**src/rtl/layer_argmax_reader.sv**
```systemverilog
// Waits until a whole fully-connected layer has finished, then snapshots the outputs.
// It scans the snapshot one element per cycle for the signed maximum and presents the winner under a valid/ack handshake.
module layer_argmax_reader #(
    parameter int INTG_WIDTH  = 16,
    parameter int FRAC_WIDTH  = 16,
    parameter int DATA_WIDTH  = INTG_WIDTH + FRAC_WIDTH,
    parameter int NUM_NEURONS = 10,
    parameter int IDX_WIDTH   = (NUM_NEURONS > 1) ? $clog2(NUM_NEURONS) : 1
) (
    input  logic                         clock,
    input  logic                         reset,
    input  logic [NUM_NEURONS-1:0]       outputs_ready,
    input  logic signed [DATA_WIDTH-1:0] values [NUM_NEURONS],
    output logic [IDX_WIDTH-1:0]         class_index,
    output logic signed [DATA_WIDTH-1:0] max_value,
    output logic                         result_valid,
    input  logic                         result_ack,
    output logic                         busy
);

    localparam logic [IDX_WIDTH-1:0] LAST_IDX = IDX_WIDTH'(NUM_NEURONS - 1);

    typedef enum logic [1:0] {
        IDLE    = 2'd0,
        SCAN    = 2'd1,
        DONE    = 2'd2,
        RELEASE = 2'd3
    } state_t;

    state_t                       state;
    logic signed [DATA_WIDTH-1:0] snapshot [NUM_NEURONS];
    logic signed [DATA_WIDTH-1:0] best_value;
    logic [IDX_WIDTH-1:0]         best_index;
    logic [IDX_WIDTH-1:0]         scan_idx;

    assign busy = (state != IDLE);

    always_ff @(posedge clock or negedge reset) begin
        if (!reset) begin
            state        <= IDLE;
            snapshot     <= '{default: '0};
            best_value   <= '0;
            best_index   <= '0;
            scan_idx     <= '0;
            class_index  <= '0;
            max_value    <= '0;
            result_valid <= 1'b0;
        end else begin
            case (state)
                IDLE: begin
                    if (&outputs_ready) begin
                        snapshot   <= values;
                        best_value <= values[0];
                        best_index <= '0;
                        scan_idx   <= IDX_WIDTH'(1);
                        state      <= (NUM_NEURONS > 1) ? SCAN : DONE;
                    end
                end
                SCAN: begin
                    // Strict compare so a tie keeps the earlier (lower) index.
                    if (snapshot[scan_idx] > best_value) begin
                        best_value <= snapshot[scan_idx];
                        best_index <= scan_idx;
                    end
                    scan_idx <= scan_idx + IDX_WIDTH'(1);
                    if (scan_idx == LAST_IDX) begin
                        state <= DONE;
                    end
                end
                DONE: begin
                    // First DONE cycle publishes the result; ack only counts once valid is up.
                    if (!result_valid) begin
                        result_valid <= 1'b1;
                        class_index  <= best_index;
                        max_value    <= best_value;
                    end else if (result_ack) begin
                        result_valid <= 1'b0;
                        state        <= RELEASE;
                    end
                end
                RELEASE: begin
                    // Avoid rescanning outputs that are still flagged from the old frame.
                    if (outputs_ready == '0) begin
                        state <= IDLE;
                    end
                end
                default: state <= IDLE;
            endcase
        end
    end

endmodule

```
**config.mk**
```make
export PLATFORM = sky130hd
export DESIGN_NAME = layer_argmax_reader
export DESIGN_NICKNAME = d
export VERILOG_FILES = /design/src/rtl/layer_argmax_reader.sv
export SDC_FILE = /design/constraint.sdc
export NUM_CORES = 1
export LEC_CHECK = 0
export CORE_MARGIN = 2
export CORE_UTILIZATION = 35
export DETAILED_ROUTE_END_ITERATION = 12
export SLEW_MARGIN = 20
export SYNTH_ARGS = -nofsm -noshare
export SYNTH_HDL_FRONTEND = slang
export SYNTH_SLANG_ARGS = --single-unit
```
**constraint.sdc**
```tcl
create_clock -name clock -period 4.57 [get_ports clock]
set_input_delay 1.371 -clock clock [delete_from_list [all_inputs] [get_ports clock]]
set_output_delay 1.371 -clock clock [all_outputs]
set_load 0.05 [all_outputs]
```
==> impl_metrics.yaml <==
outcome:
  status: "completed"
synth:
  synth_nets: 2330
  ys_ff_latch: 399
  synth_top_area_cell: "dfrtp_1"
  synth_cell_type_count: 48
  syn_area_sq_um: 18700
  avgSynthCellArea_sq_um: 9.56
  syn_inst: 1958
  synth_top_area_frac: 0.534
  synth-edff-count: 0
  synth_warnings: 0
  synth_common_cells: "nand2_1 (1016), dfrtp_1 (399), clkbuf_1 (70), mux4_2 (64), mux2i_1 (63)"
  async_flop_share: 1.00
  yosysSeqAreaShare: 0.534
  synth_most_common_cell: "nand2_1"
  synth_area_leaders: "dfrtp_1 (53%), nand2_1 (20%), mux4_2 (7.7%)"
  synth_ff_type: "dfrtp_1"
grt:
  gr-total-overflow: 0
  grt_max_degree: 227
  grt_pass1_vias: 15500
  grt_antenna_before_repair: 3
  grt_usage: 0.212
  grt_pass1_wl_um: 91300
worst_setup_path:
  cp_slowest_stage_delay_ns: 0.55
  r2r_end: "best_index[3]$_DFFE_PN0P_"
  r2r_slack_ns: 0.25
  crit_path_end_kind: "flop"
  slowest_stage: "mux4_2"
  cpMostUsedCell: "buf_4"
  critPathRequiredTime_ns: 5.03
  crit_family: "compound AO/OA/AOI/OAI gates"
  reg2reg_from: "scan_idx[0]$_DFFE_PN0P_"
  start_kind: "flop"
  worstPathMaxFanout: 27
  setup.worst_path.class: "reg -> reg"
  cp.arrival_ns: 4.78
  path_buf_inv: 3
  path_cells: "buf_12, buf_4, mux4_2, a22oi_1, o2bb2ai_1, ha_1, nand4_1, nor4_1, a21oi_1, o221ai_4, buf_4, a2bb2o_1"
  reg2reg_depth: 12
sta:
  slew_headroom: 0.297
  period_share: 0.946
  skew_ns: 0.0226
  worst_slew_pin_slew_ns: 1.05
  finalCriticalPeriod_ns: 4.32
  final-max-slew-violation-count: 0
  finalSetupTns_ns: 0
  setup_viol: 0
  hold_slack_ns: 0.467
  fmax_mhz: 231
  hold_violations: 0
  rsz0062_at_grt: "false"
detailed_routing:
  via_per_inst: 4.97
  wl_per_cell_um: 19.5
  drt_iter0_markers: 1083
  dr.pass1.iters: 7
  antenna_left: 0
  wirelength_um: 58900
  dr_total_vias: 15000
  drc: 0
hold_path:
  min_path_cells: 2
  holdPathEnd: "snapshot[200]$_DFFE_PN0P_"
  worst_hold_path_type: "reg -> reg"
  hp-start: "snapshot[200]$_DFFE_PN0P_"
cts:
  cts_buffer_depth: 3
  hold_buffers: 0
  clock_sinks: 399
  clockRootBuffer: "clkbuf_16"
  cts_tree: "done"
  clk_pin_slew_ns: 0.06
  htreeDepth: 2
  clk_latency_ns: 0.58
  numCtsBuffers: 45
placement:
  place.gp.congestion: 0.835
  io_buffers: 370
  hpwl_um: 42500
power:
  p_leak_uw: 0.0123
  ir_drop_mv: 0.240
  power.density_nw_per_um2: 455
  total_power_uw: 11300
die:
  die_height_um: 235
  core-area_sq_um: 52700
  die_w_um: 235
  die_area_sq_um: 55300
  io_pins: 371
  initial_core_util: 0.355
  row_count: 84
flow_run:
  cap_violations: 0
final_layout:
  fin_util: 0.472
  drive_gt1_frac: 0.0964
  area_growth_pct: 32.9
  nets: 2671
## what timing repair did
action	in CTS	in global routing
setup endpoints to repair	2	22
buffers inserted	0	11
pin swaps	1	1
resized for setup	0	1
## cells in the final DEF (no fill, tap or decap), drive strengths merged, types with 33 or more instances in the layout
master / Yosys / final
dfrtp: 399 / 399
inv: 41 / 42
o21ai: 43 / 43
mux2i: 63 / 63
buf: 47 / 42
mux2: 35 / 35
clkbuf: 70 / 63
clkdlybuf4s50: 0 / 369
nand2: 1017 / 1017
a22oi: 33 / 33
ha: 39 / 39
mux4: 64 / 64
## report_power, final
part / switching, uW / total (uW) / internal (uW) / leakage (uW)
Combinational: 1960 / 3310 / 1360 / 0.00602
Sequential: 240 / 4100 / 3860 / 0.00548
Clock: 1470 / 3900 / 2420 / 0.000787
Total: 3670 / 11300 / 7640 / 0.0123
## metal layers
layer | up-vias | track usage | routed length (um)
met5 | - | 0 | 27
met4 | 4 | 0.0644 | 1310
met3 | 79 | 0.0407 | 3530
met2 | 456 | 0.324 | 26400
met1 | 7383 | 0.305 | 27600
li1 | 7084 | - | -
## cell type report
type / count / area, sq um
timing repair buffer: 411 / 4180
clock buffer: 63 / 1300
tap: 688 / 861
clock inverter: 18 / 294
antenna: 1 / 2.50
fill: 4867 / 27800
inverter: 43 / 161
multi-input combinational: 1399 / 8080
sequential: 399 / 9990
## worst max-delay path by stage
stage | from | to | slack [ns] | cells after the start
CTS | scan_idx[1]$_DFFE_PN0P_ | best_value[16]$_DFFE_PN0P_ | 0.03 | 11
global route | scan_idx[0]$_DFFE_PN0P_ | best_index[3]$_DFFE_PN0P_ | 0.01 | 12
finish | scan_idx[0]$_DFFE_PN0P_ | best_index[3]$_DFFE_PN0P_ | 0.25 | 12
floorplan | scan_idx[0]$_DFFE_PN0P_ | best_value[0]$_DFFE_PN0P_ | 0.93 | 13
global placement | scan_idx[0]$_DFFE_PN0P_ | best_value[17]$_DFFE_PN0P_ | 0.13 | 12
detailed placement | scan_idx[1]$_DFFE_PN0P_ | best_value[16]$_DFFE_PN0P_ | 0.01 | 11
## through the flow
stage	cell area [sq um]	worst slack [ns]	cells
floorplan	18700	0.934	1958
global placement	23200	0.134	2929
detailed placement	23200	0.0111	2929
CTS	24800	0.0263	3010
global route	24900	0.0113	3022
finish	24900	0.248	3022
## flip-flops by register name (all words and copies together), names as in the netlist
| register | flops |
|---|---|
| best_value | 32 |
| scan_idx | 4 |
| max_value | 32 |
| class_index | 4 |
| result_valid | 1 |
| state | 2 |
| best_index | 4 |
| snapshot | 320 |
## tightest hold or removal path, cell delays in order, from the launching register on
cell	delay, ns
dfrtp_1	0.33
nand2_1	0.05
nand2_1	0.05
## cells by family (layout without fill, tap and decap cells)
kind of cell / after synthesis / count (layout) / synth area share
compound gates: 142 / 142 / 0.0535
xor+xnor: 1 / 1 / 0.000468
fa+ha+maj: 39 / 39 / 0.0261
buf+inv: 160 / 535 / 0.0367
flops: 399 / 399 / 0.534
mux: 162 / 162 / 0.132
other cells: 0 / 1 / 0
simple gates: 1055 / 1055 / 0.218
Note: power is estimated with default switching activity, not from simulation.
